## src/rtl/bus_commands.sv

```systemverilog
// ============================================================================
//  Module      : bus_commands (package)
//  Description : Shared HP48 bus command encodings and arbiter state codes.
//  Revision    : 1.0 - initial release
// ============================================================================
`default_nettype none

package bus_commands;

    localparam logic [3:0] BUS_CMD_NOP   = 4'h0;
    localparam logic [3:0] BUS_CMD_READ  = 4'h1;
    localparam logic [3:0] BUS_CMD_WRITE = 4'h2;

    localparam int unsigned ST_W = 2;
    localparam logic [ST_W-1:0] ST_IDLE = 2'd0;
    localparam logic [ST_W-1:0] ST_XFER = 2'd1;
    localparam logic [ST_W-1:0] ST_DONE = 2'd2;

endpackage

`default_nettype wire

```

## src/rtl/hp48_bus_arbiter.sv

```systemverilog
// ============================================================================
//  Module      : hp48_bus_arbiter
//  Description : Round-robin cpu/lcd arbiter issuing nibble bursts on the bus.
//                Define HP48_BUS_ARB_LCD_EN to enable the lcd read port.
//  Revision    : 1.0 - initial release
// ============================================================================
`default_nettype none

module hp48_bus_arbiter
    import bus_commands::*;
#(
    parameter int LEN_W = 4
) (
    input  logic             strobe,
    input  logic             reset,
    input  logic             cpu_req,
    input  logic             cpu_we,
    input  logic [19:0]      cpu_addr,
    input  logic [LEN_W-1:0] cpu_len,
    input  logic [3:0]       cpu_wdata,
    output logic             cpu_gnt,
    output logic             cpu_wready,
    output logic [3:0]       cpu_rdata,
    output logic             cpu_rvalid,
    output logic             cpu_done,
    output logic             cpu_err,
    input  logic             lcd_req,
    input  logic [19:0]      lcd_addr,
    input  logic [LEN_W-1:0] lcd_len,
    output logic             lcd_gnt,
    output logic [3:0]       lcd_rdata,
    output logic             lcd_rvalid,
    output logic             lcd_done,
    output logic             lcd_err,
    output logic [19:0]      bus_address,
    output logic [3:0]       bus_command,
    output logic [3:0]       bus_nibble_out,
    input  logic [3:0]       bus_nibble_in,
    input  logic             bus_error
);

    logic [ST_W-1:0]  r_state;
    logic [ST_W-1:0]  w_next_state;
    logic             r_owner_lcd;
    logic             r_lcd_next;
    logic             r_we;
    logic             r_err;
    logic             r_rvalid;
    logic [19:0]      r_addr;
    logic [LEN_W-1:0] r_cnt;
    logic [3:0]       r_cpu_rdata;
    logic [3:0]       r_lcd_rdata;
    logic             w_lcd_req;
    logic             w_any_req;
    logic             w_pick_lcd;
    logic             w_last;

`ifdef HP48_BUS_ARB_LCD_EN
    assign w_lcd_req = lcd_req;
`else
    logic w_unused_lcd_req;
    assign w_unused_lcd_req = lcd_req;
    assign w_lcd_req        = 1'b0;
`endif

    assign w_any_req  = cpu_req | w_lcd_req;
    // lcd wins when alone, or on a conflict when it is lcd's turn
    assign w_pick_lcd = w_lcd_req & (~cpu_req | r_lcd_next);
    assign w_last     = (r_cnt == '0) | bus_error;

    always_ff @(posedge strobe or negedge reset) begin
        if (!reset) begin
            r_state <= ST_IDLE;
        end else begin
            r_state <= w_next_state;
        end
    end

    always_comb begin
        w_next_state = r_state;
        case (r_state)
            ST_IDLE: if (w_any_req) w_next_state = ST_XFER;
            ST_XFER: if (w_last)    w_next_state = ST_DONE;
            ST_DONE: w_next_state = ST_IDLE;
            default: w_next_state = ST_IDLE;
        endcase
    end

    always_ff @(posedge strobe or negedge reset) begin
        if (!reset) begin
            r_owner_lcd <= 1'b0;
            r_lcd_next  <= 1'b1;
            r_we        <= 1'b0;
            r_err       <= 1'b0;
            r_rvalid    <= 1'b0;
            r_addr      <= '0;
            r_cnt       <= '0;
            r_cpu_rdata <= '0;
            r_lcd_rdata <= '0;
        end else begin
            r_rvalid <= 1'b0;
            case (r_state)
                ST_IDLE: begin
                    if (w_any_req) begin
                        r_owner_lcd <= w_pick_lcd;
                        r_lcd_next  <= ~w_pick_lcd;
                        r_we        <= ~w_pick_lcd & cpu_we;
                        r_addr      <= w_pick_lcd ? lcd_addr : cpu_addr;
                        r_cnt       <= w_pick_lcd ? lcd_len : cpu_len;
                        r_err       <= 1'b0;
                    end
                end
                ST_XFER: begin
                    if (bus_error) begin
                        r_err <= 1'b1;
                    end else begin
                        if (!r_we) begin
                            r_rvalid <= 1'b1;
                            if (r_owner_lcd) r_lcd_rdata <= bus_nibble_in;
                            else             r_cpu_rdata <= bus_nibble_in;
                        end
                        // address stops on the last nibble so the bus keeps showing it
                        if (r_cnt != '0) begin
                            r_addr <= r_addr + 20'd1;
                            r_cnt  <= r_cnt - 1'b1;
                        end
                    end
                end
                default: ;
            endcase
        end
    end

    assign bus_address = r_addr;
    assign cpu_rdata   = r_cpu_rdata;
    assign lcd_rdata   = r_lcd_rdata;
    assign cpu_rvalid  = r_rvalid & ~r_owner_lcd;
    assign lcd_rvalid  = r_rvalid &  r_owner_lcd;

    always_comb begin
        bus_command    = BUS_CMD_NOP;
        bus_nibble_out = 4'h0;
        cpu_wready     = 1'b0;
        cpu_gnt        = 1'b0;
        lcd_gnt        = 1'b0;
        cpu_done       = 1'b0;
        lcd_done       = 1'b0;
        cpu_err        = 1'b0;
        lcd_err        = 1'b0;
        case (r_state)
            ST_XFER: begin
                cpu_gnt     = ~r_owner_lcd;
                lcd_gnt     =  r_owner_lcd;
                bus_command = r_we ? BUS_CMD_WRITE : BUS_CMD_READ;
                if (r_we) begin
                    cpu_wready     = 1'b1;
                    bus_nibble_out = cpu_wdata;
                end
            end
            ST_DONE: begin
                cpu_gnt  = ~r_owner_lcd;
                lcd_gnt  =  r_owner_lcd;
                cpu_done = ~r_owner_lcd;
                lcd_done =  r_owner_lcd;
                cpu_err  = ~r_owner_lcd & r_err;
                lcd_err  =  r_owner_lcd & r_err;
            end
            default: ;
        endcase
    end

endmodule

`default_nettype wire

```

## config.mk

```make
export PLATFORM = sky130hd
export DESIGN_NAME = hp48_bus_arbiter
export DESIGN_NICKNAME = d
export VERILOG_FILES = /design/src/rtl/bus_commands.sv /design/src/rtl/hp48_bus_arbiter.sv
export SDC_FILE = /design/constraint.sdc
export NUM_CORES = 1
export LEC_CHECK = 0
export ABC_AREA = 1
export CORE_UTILIZATION = 41
export DETAILED_ROUTE_END_ITERATION = 12
export GPL_TIMING_DRIVEN = 0
export PLACE_DENSITY = 0.8
export SETUP_SLACK_MARGIN = 0.02
export SLEW_MARGIN = 20
export SYNTH_ARGS = -nofsm -noshare
export SYNTH_HDL_FRONTEND = slang
export SYNTH_SLANG_ARGS = --single-unit
```

## constraint.sdc

```tcl
create_clock -name strobe -period 1.7 [get_ports strobe]
set_input_delay 0.17 -clock strobe [delete_from_list [all_inputs] [get_ports strobe]]
set_output_delay 0.17 -clock strobe [all_outputs]
set_load 0.05 [all_outputs]
```

==> results by group, run 1 <==
Die
  – Core box area: 5205 um2
  – Die footprint: 5806 um2
  – Die W: 76.20 um
  – Die H: 76.20 um
  – Initial Util: 43.37%
  – I/O pin count: 107
  – FP Rows: 26

Logic synthesis
  – Synth warn: 0
  – Top-area cell type share of the netlist area: 36.59%
  – Async SR Flop Fraction: 100.0%
  – Area contributors post-synth: dfrtp_1 (37%), nand2_1 (17%), nor2_1 (10%), inv_1 (5.7%), o21ai_0 (4.9%)
  – Compound-Gate Fraction of Synth Area: 10.42%
  – Post-Synth Adder-Cell Area: 3.326%
  – Largest family of logic cells by synthesized area: simple AND/OR/NAND/NOR gates
  – XOR/XNOR Fraction of Synth Area: 0.7761%
  – Avg Synthesized Cell Area: 6.698 um2
  – Post-synth EDFFs: 0
  – Seq/Total Area, Yosys: 36.59%
  – Top_reg_cell synth: dfrtp_1
  – Leading area contributor after synthesis: dfrtp_1
  – Post-synth cell types: 31
  – Mapped Cells: 337
  – Post-synthesis simple-gate area fraction: 36.36%
  – Synthesized cell area: 2257 um2
  – Mux cell area share after synthesis: 0%
  – FF+latch count, synth: 33

Routing
  – DR WL/cell: 12.18 um
  – TritonRoute pass-1 iters: 5
  – Post-DR vias/cell: 4.663
  – Via count: 2,327
  – Final ANT Viol Nets: 0
  – Wirelength, routed: 6077 um
  – Initial drt markers: 117
  – DR DRC count: 0

Critical path
  – Crit. End Element: output port
  – Worst endpoint required time: 1.53 ns
  – Setup crit start kind: flip-flop
  – Crit-path cells: inv_2 > ha_2 > buf_6 > buf_12 > nand2_8 > clkinvlp_4 > buf_8 > buf_6
  – Slowest CP cell: dfrtp_1
  – Family with the most delay on the worst path: buffers and inverters
  – Worst Path Buf+Inv: 6
  – Largest stage delay, worst path: 0.36 ns
  – CP Data Arrival Time: 1.57 ns
  – CP dominant cell by count: buf_6
  – Worst Path Max Fanout: 6
  – Crit path kind: flip-flop to output port
  – CP Depth: 8
  – Worst Reg-to-Reg Cells: 6

Clock tree
  – CTS buffer count: 5
  – Clock sink count: 33
  – H-Tree Depth: 2
  – CTS tree: built
  – Worst skew pair latency: 0.29 ns
  – Max clock buf depth: 2
  – CTS clock-pin slew for the worst setup and hold paths: 0.07 ns
  – Root buffer cell: clkbuf_8

Timing
  – Slew @ Worst Pin: 0.5380 ns
  – Slew Viols, Final: 0
  – Hold Vio Cnt, Final: 0
  – Post-route setup slack: -0.04050 ns
  – RSZ-0062 raised after global routing: true
  – Tmin final: 1.740 ns
  – Final setup fails: 1
  – Achievable Freq: 0.5745 GHz
  – Max-slew headroom: 64.13%
  – Skew final: 0.006291 ns
  – Hold Slack: 0.2501 ns
  – Final worst-path cycle share: 102.4%

Final layout
  – Most frequent cells in the layout: nand2_1 (102), nor2_1 (55), clkdlybuf4s50_1 (40)
  – Final core occ: 63.10%
  – Most common cell after layout, fill and taps aside: nand2_1
  – NumNets Final: 496
  – Layout cells sized above 1: 16.08%
  – Area growth syn-to-layout: 45.51%
  – ANT cells: 0
  – Post-Layout Inst Area: 3284 um2

Global route
  – All-layer global routing usage: 22.25%
  – Vias in the first global route: 2,178
  – Largest net degree at the start of global routing: 28
  – Antenna violations before repair: 0
  – Grt total ovfl: 0
  – First-pass GRT wire length: 10,180 um

Power and ir drop
  – Overall Power: 6.956 mW
  – Peak VDD IR: 0.001232 V
  – Leakage: 1.651 nW
  – Pwr/cell area: 2118 nW/um2

Placed design
  – Placement Cell Area: 3133 um2
  – Dpl hpwl: 4520 um
  – Gp weighted congestion: 0.8275
  – IO Port Bufs: 71
  – DP Worst Slack: -0.5911 ns

Worst hold path
  – Hold Path Class: primary input to async pin

Status
  – Status: finished, violations left
  – Failing checks: negative setup slack

Run
  – Max_cap viols: 0
==> worst paths after layout <==
| check | startpoint | to | slack, ns |
|---|---|---|---|
| max in group asynchronous | reset | bus_address[1] | 1.04 |
| max | r_state[1] | bus_command[1] | -0.04 |
| max reg2reg | r_state[1] | bus_address[1] | 0.04 |
| min | reset | bus_address[8] | 0.25 |
| min in group strobe | cpu_we | r_we | 0.41 |
| min reg2reg | cpu_rdata[1] | cpu_rdata[1] | 0.49 |
==> Yosys cell counts, types with 2 or more instances <==
cell type	n
dfrtp_1	33
nand3_1	21
xor2_1	2
a21oi_1	5
ha_1	6
o21ai_0	22
nand2_1	103
nand2_2	4
buf_4	14
nor2_1	60
buf_2	6
a31oi_1	2
inv_1	34
a21oi_2	2
o21a_1	2
nor2_4	2
nand4_1	3
nor2_2	3
==> final cells by class <==
type	instances	area [um2]
buffer	21	165.2
sequential	33	828.3
fill	486	1921
clock buffer	7	96.34
clock inverter	1	5.005
timing repair buffer	75	735.7
inverter	36	143.9
multi-input combinational	256	1222
tap	70	87.58
==> per-stage QoR <==
step | cells | setup TNS (ns)
after floorplan | 346 | -0.5785
after global placement | 487 | -12.67
after detailed placement | 488 | -3.537
after CTS | 499 | -0.06838
after global routing | 499 | -1.087
final | 499 | -0.04050
==> registers in the layout, indices dropped and copies added (netlist names) <==
register     count
bus_address     20
r_we             1
r_cnt            4
r_err            1
r_rvalid         1
cpu_rdata        4
r_state          2
==> worst reg2reg max path: cells and delay by family (launching register included) <==
kind | cells | cell delay [ns]
buffers and inverters | 3 | 0.64
flip-flops | 1 | 0.39
AO/OA/AOI/OAI | 1 | 0.25
adder cells (fa/ha/maj) | 1 | 0.17
AND/OR/NAND/NOR | 1 | 0.12
==> logic make-up (layout without fill, tap and decap cells) <==
family                   Yosys count  in the layout
adder cells (fa/ha/maj)            6              6
XOR/XNOR                           2              2
other                              1             10
AND/OR/NAND/NOR                  199            199
buffers and inverters             57            140
AO/OA/AOI/OAI                     39             39
flip-flops                        33             33
==> report_power, final <==
| part | switching (mW) | internal (mW) | total, mW | leakage (nW) |
|---|---|---|---|---|
| combinational | 3.15 | 1.49 | 4.64 | 1.20 |
| clock | 0.299 | 0.366 | 0.664 | 0.0542 |
| sequential | 0.458 | 1.19 | 1.65 | 0.398 |
==> layer usage <==
metal  vias to the layer above  share of wire [%]  wire length, um  global-route usage, %
met1                      1040                 44             2700                  26.99
met4                         0                1.6               98                  8.077
met3                        11                5.1              311                  4.311
met5                         -                  0                0                      0
met2                        66                 49             2966                  39.09
li1                       1210                  -                -                      -
==> what timing repair did <==
| item | CTS | global route |
|---|---|---|
| endpoints found under the hold margin | 33 | 0 |
| endpoints found under the setup margin | 29 | 29 |
| resized for setup | 85 | 6 |
| hold buffers | 1 | 0 |
| buffers inserted | 2 | 0 |
(Power assumes the default switching activity.)
==> run 2: changes to the inputs <==
CORE_MARGIN = 2   (was default)
MAX_ROUTING_LAYER = met4   (was default)
==> run 2 against run 1 <==
Net effect:
- the run now ends clean
- setup slack gained 0.069 ns
- design area grew 1.7%
- worst hold slack gained 0.021 ns
- critical endpoint unchanged
==> results by group, run 2 (synthesis gave the netlist of run 1 again) <==
Critical path
  – Worst Reg-to-Reg Cells: 10 (was 6)
  – FF-to-FF Start: r_state[0] (was r_state[1])
  – CP Data Arrival Time: 1.50 ns (was 1.57 ns)
  – Worst Path Max Fanout: 6 (unchanged)
  – Crit path launch: r_state[1] (unchanged)
  – RR Endpoint: bus_address[10] (was bus_address[1])
  – Setup crit start kind: flip-flop (unchanged)
  – R2r setup slk: 0.09 ns (was 0.04 ns)
  – Crit. End Element: output port (unchanged)
  – Worst endpoint required time: 1.53 ns (about the same)
  – Crit path kind: flip-flop to output port (unchanged)

Die
  – Die W: 78.20 um (was 76.20 um)
  – Die footprint: 6114 um2 (was 5806 um2)
  – Core box area: 5405 um2 (was 5205 um2)
  – FP Rows: 27 (was 26)
  – Die H: 78.20 um (was 76.20 um)
  – Initial Util: 41.76% (was 43.37%)
  – I/O pin count: 107 (unchanged)

Timing
  – Slew Viols, Final: 0 (unchanged)
  – Hold Vio Cnt, Final: 0 (unchanged)
  – Achievable Freq: 0.5982 GHz (was 0.5745 GHz)
  – Tmin final: 1.672 ns (was 1.740 ns)
  – RSZ-0062 raised after global routing: true (unchanged)
  – Final setup TNS: 0 ns (was -0.04050 ns)
  – Final setup fails: 0 (was 1)
  – Slew @ Worst Pin: 0.5121 ns (was 0.5380 ns)
  – Skew final: 0.01099 ns (was 0.006291 ns)
  – Final worst-path cycle share: 98.33% (was 102.4%)
  – Max-slew headroom: 65.86% (was 64.13%)

Global route
  – Grt total ovfl: 0 (unchanged)
  – Vias in the first global route: 2,291 (was 2,178)
  – All-layer global routing usage: 22.10% (was 22.25%)
  – First-pass GRT wire length: 10,280 um (was 10,180 um)
  – Largest net degree at the start of global routing: 25 (was 28)
  – Antenna violations before repair: 0 (unchanged)

Clock tree
  – CTS tree: built (unchanged)
  – H-Tree Depth: 2 (unchanged)
  – CTS buffer count: 5 (unchanged)
  – Max clock buf depth: 2 (unchanged)
  – Worst skew pair latency: 0.29 ns (about the same)
  – CTS clock-pin slew for the worst setup and hold paths: 0.08 ns (was 0.07 ns)
  – Root buffer cell: clkbuf_8 (unchanged)
  – Clock sink count: 33 (unchanged)

Routing
  – TritonRoute pass-1 iters: 4 (was 5)
  – Via count: 2,395 (was 2,327)
  – Post-DR vias/cell: 4.780 (was 4.663)
  – Metal2 WL: 3076 um (was 2966 um)
  – Met3 Wirelength: 358 um (was 311 um)
  – Initial drt markers: 165 (was 117)
  – DR DRC count: 0 (unchanged)
  – Top sig layer: met4 (unchanged)
  – Final ANT Viol Nets: 0 (unchanged)
  – DR WL/cell: 12.54 um (was 12.18 um)
  – Metal-1 WL: 2731 um (was 2700 um)
  – Wirelength, routed: 6285 um (was 6077 um)

Final layout
  – Number of flip-flops under the largest register name: 20 (unchanged)
  – ANT cells: 0 (unchanged)
  – Final core occ: 61.81% (was 63.10%)
  – Layout cells sized above 1: 17.02% (was 16.08%)
  – Most common cell after layout, fill and taps aside: nand2_1 (unchanged)
  – Most frequent cells in the layout: nand2_1 (100), nor2_1 (55), clkdlybuf4s50_1 (40) (was nand2_1 (102), nor2_1 (55), clkdlybuf4s50_1 (40))
  – Filler cell count: 498 (was 486)
  – NumNets Final: 496 (unchanged)
  – Area growth syn-to-layout: 48.00% (was 45.51%)

Placed design
  – Dpl hpwl: 4565 um (was 4520 um)
  – IO Port Bufs: 71 (unchanged)
  – Gp weighted congestion: 0.8707 (was 0.8275)

Power and ir drop
  – Leakage: 1.656 nW (was 1.651 nW)
  – Cell Int Power: 3.208 mW (was 3.046 mW)
  – Overall Power: 7.154 mW (was 6.956 mW)
  – Comb pwr share: 65.9% (was 66.7%)
  – Peak VDD IR: 0.001471 V (was 0.001232 V)
  – Switching pwr: 3.946 mW (was 3.910 mW)
  – Seq pwr share: 23.1% (was 23.7%)
  – Switching part of the total: 55.15% (was 56.21%)
  – Clock power frac: 10.9% (was 9.6%)
  – Pwr/cell area: 2142 nW/um2 (was 2118 nW/um2)

Status
  – Status: finished clean (was finished, violations left)

Worst hold path
  – Hold Path Class: primary input to async pin (unchanged)

Run
  – Max_cap viols: 0 (unchanged)
-- run 2: power by group through the flow --
stage / combinational [mW] / sequential (mW) / clock [mW]
after global routing: 5.14 / 1.72 / 0.825
after global placement: 4.54 / 1.64 / 0
final: 4.72 / 1.66 / 0.783
after CTS: 4.63 / 1.64 / 0.793
after floorplan: 2.35 / 2.54 / 0
after detailed placement: 4.64 / 1.65 / 0
-- run 2: how the worst max path moves through the flow --
stage / to / slack [ns] / cells after the start
global placement: bus_command[1] / -0.57 / 8
floorplan: bus_nibble_out[0] / -0.14 / 6
finish: bus_command[1] / 0.03 / 7
detailed placement: bus_command[1] / -0.62 / 8
CTS: bus_command[1] / -0.08 / 8
global route: bus_command[1] / -0.05 / 7
-- run 2: critical path, cell delays in order (launching register included) --
cell and delay [ns]:
dfrtp_1 0.38, inv_2 0.07, ha_4 0.19, buf_12 0.13
nand2_8 0.07, clkinvlp_4 0.11, buf_8 0.12, buf_8 0.14
-- run 2: stage by stage --
stage / cells / hold WS [ns] / worst slack [ns] / instance area [um2]
floorplan: 346 / -0.1256 / -0.1446 / 2320
detailed placement: 490 / 0.05980 / -0.6169 / 3136
finish: 501 / 0.2711 / 0.02834 / 3341
global placement: 489 / 0.4721 / -0.5671 / 3120
CTS: 501 / 0.2813 / -0.07605 / 3297
global route: 501 / 0.3015 / -0.05159 / 3341
-- run 2: cell type report --
cell class	count	area, um2	share of cell area [%]
clock inverter	1	30.03	0.8989
timing repair buffer	76	744.5	22.28
multi-input combinational	256	1255	37.57
sequential	33	828.3	24.79
buffer	20	160.2	4.794
clock buffer	7	86.33	2.584
inverter	36	146.4	4.382
tap	72	90.09	2.697
-- run 2: metal layers --
layer  GRT usage, %  vias up
met3          3.563       10
met4          9.123        0
li1               -     1210
met2          36.98       76
met5              -        -
met1          26.68     1099
-- run 2: repair_timing --
action / CTS / global route
gates resized for setup: 84 / 17
endpoints found under the setup margin: 29 / 31
hold endpoints to repair: 9 / 0
hold buffers: 1 / 0
setup buffers: 2 / 1
==> run 3: changes to the inputs <==
PLACE_DENSITY = 0.87   (was 0.8)
==> run 3 against run 2 <==
Net effect:
- the run now ends with negative setup slack left
- final cell count increased by 0.40%
- count of clock-buffer cells in the layout down 1
- sequential share of layout area up 0.075 points
- register-to-register slack about the same
- design area fell by 0.30%
- critical path depth unchanged
- via count is 3.0% higher
- worst hold slack gained 0.0042 ns
- sequential cell count unchanged
- critical endpoint unchanged
==> results by group, run 3 (synthesis gave the netlist of run 1 again) <==
Timing
  – Post-route setup slack: -0.02461 ns (was 0.02834 ns)
  – Final setup fails: 1 (was 0)
  – Slew Viols, Final: 0 (unchanged)
  – RSZ-0062 raised after global routing: true (unchanged)
  – Achievable Freq: 0.5798 GHz (was 0.5982 GHz)
  – Skew final: 0.004513 ns (was 0.01099 ns)
  – Hold Vio Cnt, Final: 0 (unchanged)
  – Tmin final: 1.725 ns (was 1.672 ns)
  – Final worst-path cycle share: 101.4% (was 98.33%)
  – Slew @ Worst Pin: 0.5102 ns (was 0.5121 ns)
  – Max-slew headroom: 65.99% (was 65.86%)
  – Final setup TNS: -0.02461 ns (was 0 ns)

Routing
  – TritonRoute pass-1 iters: 7 (was 4)
  – Top sig layer: met4 (unchanged)
  – Met3 Wirelength: 497 um (was 358 um)
  – Metal-1 WL: 2691 um (was 2731 um)
  – DR DRC count: 0 (unchanged)
  – Initial drt markers: 259 (was 165)
  – Post-DR vias/cell: 4.907 (was 4.780)
  – Wirelength, routed: 6580 um (was 6285 um)
  – Via count: 2,468 (was 2,395)
  – DR WL/cell: 13.08 um (was 12.54 um)
  – Final ANT Viol Nets: 0 (unchanged)
  – Metal2 WL: 3232 um (was 3076 um)

Placed design
  – Dpl hpwl: 4626 um (was 4565 um)
  – IO Port Bufs: 71 (unchanged)
  – Gp weighted congestion: 0.9267 (was 0.8707)
  – DP Worst Slack: -0.6211 ns (was -0.6169 ns)
  – Placement Cell Area: 3136 um2 (unchanged)

Final layout
  – Post-Layout Inst Area: 3331 um2 (was 3341 um2)
  – Number of flip-flops under the largest register name: 20 (unchanged)
  – Layout cells sized above 1: 16.94% (was 17.02%)
  – Area growth syn-to-layout: 47.56% (was 48.00%)
  – Most frequent cells in the layout: nand2_1 (101), nor2_1 (55), clkdlybuf4s50_1 (40) (was nand2_1 (100), nor2_1 (55), clkdlybuf4s50_1 (40))
  – Most common cell after layout, fill and taps aside: nand2_1 (unchanged)
  – ANT cells: 0 (unchanged)
  – NumNets Final: 498 (was 496)

Critical path
  – Worst Path Buf+Inv: 5 (unchanged)
  – Worst Path Max Fanout: 6 (unchanged)
  – Largest stage delay, worst path: 0.38 ns (about the same)
  – CP dominant cell by count: buf_8 (unchanged)
  – Setup crit start kind: flip-flop (unchanged)
  – Crit path kind: flip-flop to output port (unchanged)
  – Crit-path cells: inv_2 > ha_4 > buf_12 > nand2_8 > clkinvlp_4 > buf_8 > buf_8 (unchanged)
  – CP Data Arrival Time: 1.55 ns (was 1.50 ns)
  – Family with the most delay on the worst path: buffers and inverters (unchanged)
  – RR Endpoint: bus_address[1] (was bus_address[10])
  – Worst endpoint required time: 1.53 ns (about the same)
  – R2r setup slk: 0.10 ns (was 0.09 ns)
  – Crit. End Element: output port (unchanged)
  – Slowest CP cell: dfrtp_1 (unchanged)
  – Worst Reg-to-Reg Cells: 5 (was 10)
  – FF-to-FF Start: r_state[1] (was r_state[0])

Clock tree
  – CTS clock-pin slew for the worst setup and hold paths: 0.07 ns (was 0.08 ns)
  – Clock sink count: 33 (unchanged)
  – Worst skew pair latency: 0.29 ns (about the same)
  – Max clock buf depth: 2 (unchanged)
  – CTS tree: built (unchanged)
  – H-Tree Depth: 2 (unchanged)
  – CTS buffer count: 5 (unchanged)
  – Root buffer cell: clkbuf_8 (unchanged)

Die
  – Die H: 78.20 um (unchanged)
  – Core box area: 5405 um2 (unchanged)
  – Initial Util: 41.76% (unchanged)
  – FP Rows: 27 (unchanged)
  – Die W: 78.20 um (unchanged)
  – Die footprint: 6114 um2 (unchanged)
  – I/O pin count: 107 (unchanged)

Status
  – Failing checks: negative setup slack
  – Status: finished, violations left (was finished clean)

Global route
  – Grt total ovfl: 0 (unchanged)
  – First-pass GRT wire length: 10,650 um (was 10,280 um)
  – Vias in the first global route: 2,304 (was 2,291)
  – All-layer global routing usage: 22.63% (was 22.10%)
  – Largest net degree at the start of global routing: 25 (unchanged)
  – Antenna violations before repair: 0 (unchanged)

Power and ir drop
  – Peak VDD IR: 0.001520 V (was 0.001471 V)
  – Switching part of the total: 57.08% (was 55.15%)
  – Leakage: 1.656 nW (about the same)
  – Comb pwr share: 68.3% (was 65.9%)
  – Pwr/cell area: 2131 nW/um2 (was 2142 nW/um2)
  – Switching pwr: 4.052 mW (was 3.946 mW)
  – Clock power frac: 8.3% (was 10.9%)
  – Cell Int Power: 3.046 mW (was 3.208 mW)
  – Seq pwr share: 23.5% (was 23.1%)

Run
  – Max_cap viols: 0 (unchanged)

Worst hold path
  – Hold Path Class: primary input to async pin (unchanged)
==> run 3: stage by stage <==
step / hold WS [ns] / total power, mW / util (%) / instances
floorplan: -0.1256 / 4.885 / - / 346
global placement: 0.4643 / 6.162 / 57.73 / 489
detailed placement: 0.05506 / 6.295 / 58.01 / 490
CTS: 0.2889 / 6.905 / 60.81 / 502
global route: 0.2992 / 7.618 / 61.62 / 503
finish: 0.2753 / 7.099 / 61.62 / 503
==> run 3: worst register-to-register path: cells and delay by family (launching register included) <==
family	cells	cell delay, ns
buffers and inverters	2	0.53
flip-flops	1	0.40
AO/OA/AOI/OAI	1	0.25
adder cells (fa/ha/maj)	1	0.21
AND/OR/NAND/NOR	1	0.12
==> run 3: how the worst max path moves through the flow <==
stage,start,end,slack (ns),cells past startpoint
2_1_floorplan,r_state[1],bus_nibble_out[0],-0.14,6
3_3_place_gp,r_state[1],bus_command[1],-0.58,8
3_5_place_dp,r_state[1],bus_command[1],-0.62,8
4_1_cts,r_state[1],bus_command[1],-0.07,8
5_1_grt,r_state[1],bus_command[1],-0.08,7
6_report,r_state[1],bus_command[1],-0.02,7
==> run 3: routing by layer <==
metal	track usage [%]	vias to the layer above
li1	-	1217
met1	27.62	1119
met2	35.52	110
met3	5.862	22
met4	10.00	0
met5	-	-
==> run 3: area by class of cell <==
| cell class | count | area, um2 |
|---|---|---|
| multi-input cells | 256 | 1272 |
| flip-flops and latches | 33 | 828.3 |
| clock buffers | 6 | 72.57 |
| fillers | 484 | 2074 |
| well taps | 72 | 90.09 |
| inverters | 36 | 146.4 |
| plain buffers | 20 | 163.9 |
| clock inverters | 2 | 10.01 |
| repair buffers | 78 | 747.0 |
==> run 3: repair_timing <==
action / in CTS / in global routing
gates resized for setup: 86 / 21
pin swaps: 0 / 3
endpoints found under the setup margin: 37 / 36
hold buffers: 1 / 0
endpoints found under the hold margin: 9 / 0
buffers inserted: 3 / 2
==> run 3: power groups by stage <==
stage	clock [mW]	sequential, mW	combinational (mW)
2_1_floorplan	0	2.54	2.35
3_3_place_gp	0	1.64	4.53
3_5_place_dp	0	1.64	4.65
4_1_cts	0.594	1.64	4.67
5_1_grt	0.633	1.72	5.27
6_report	0.587	1.67	4.85
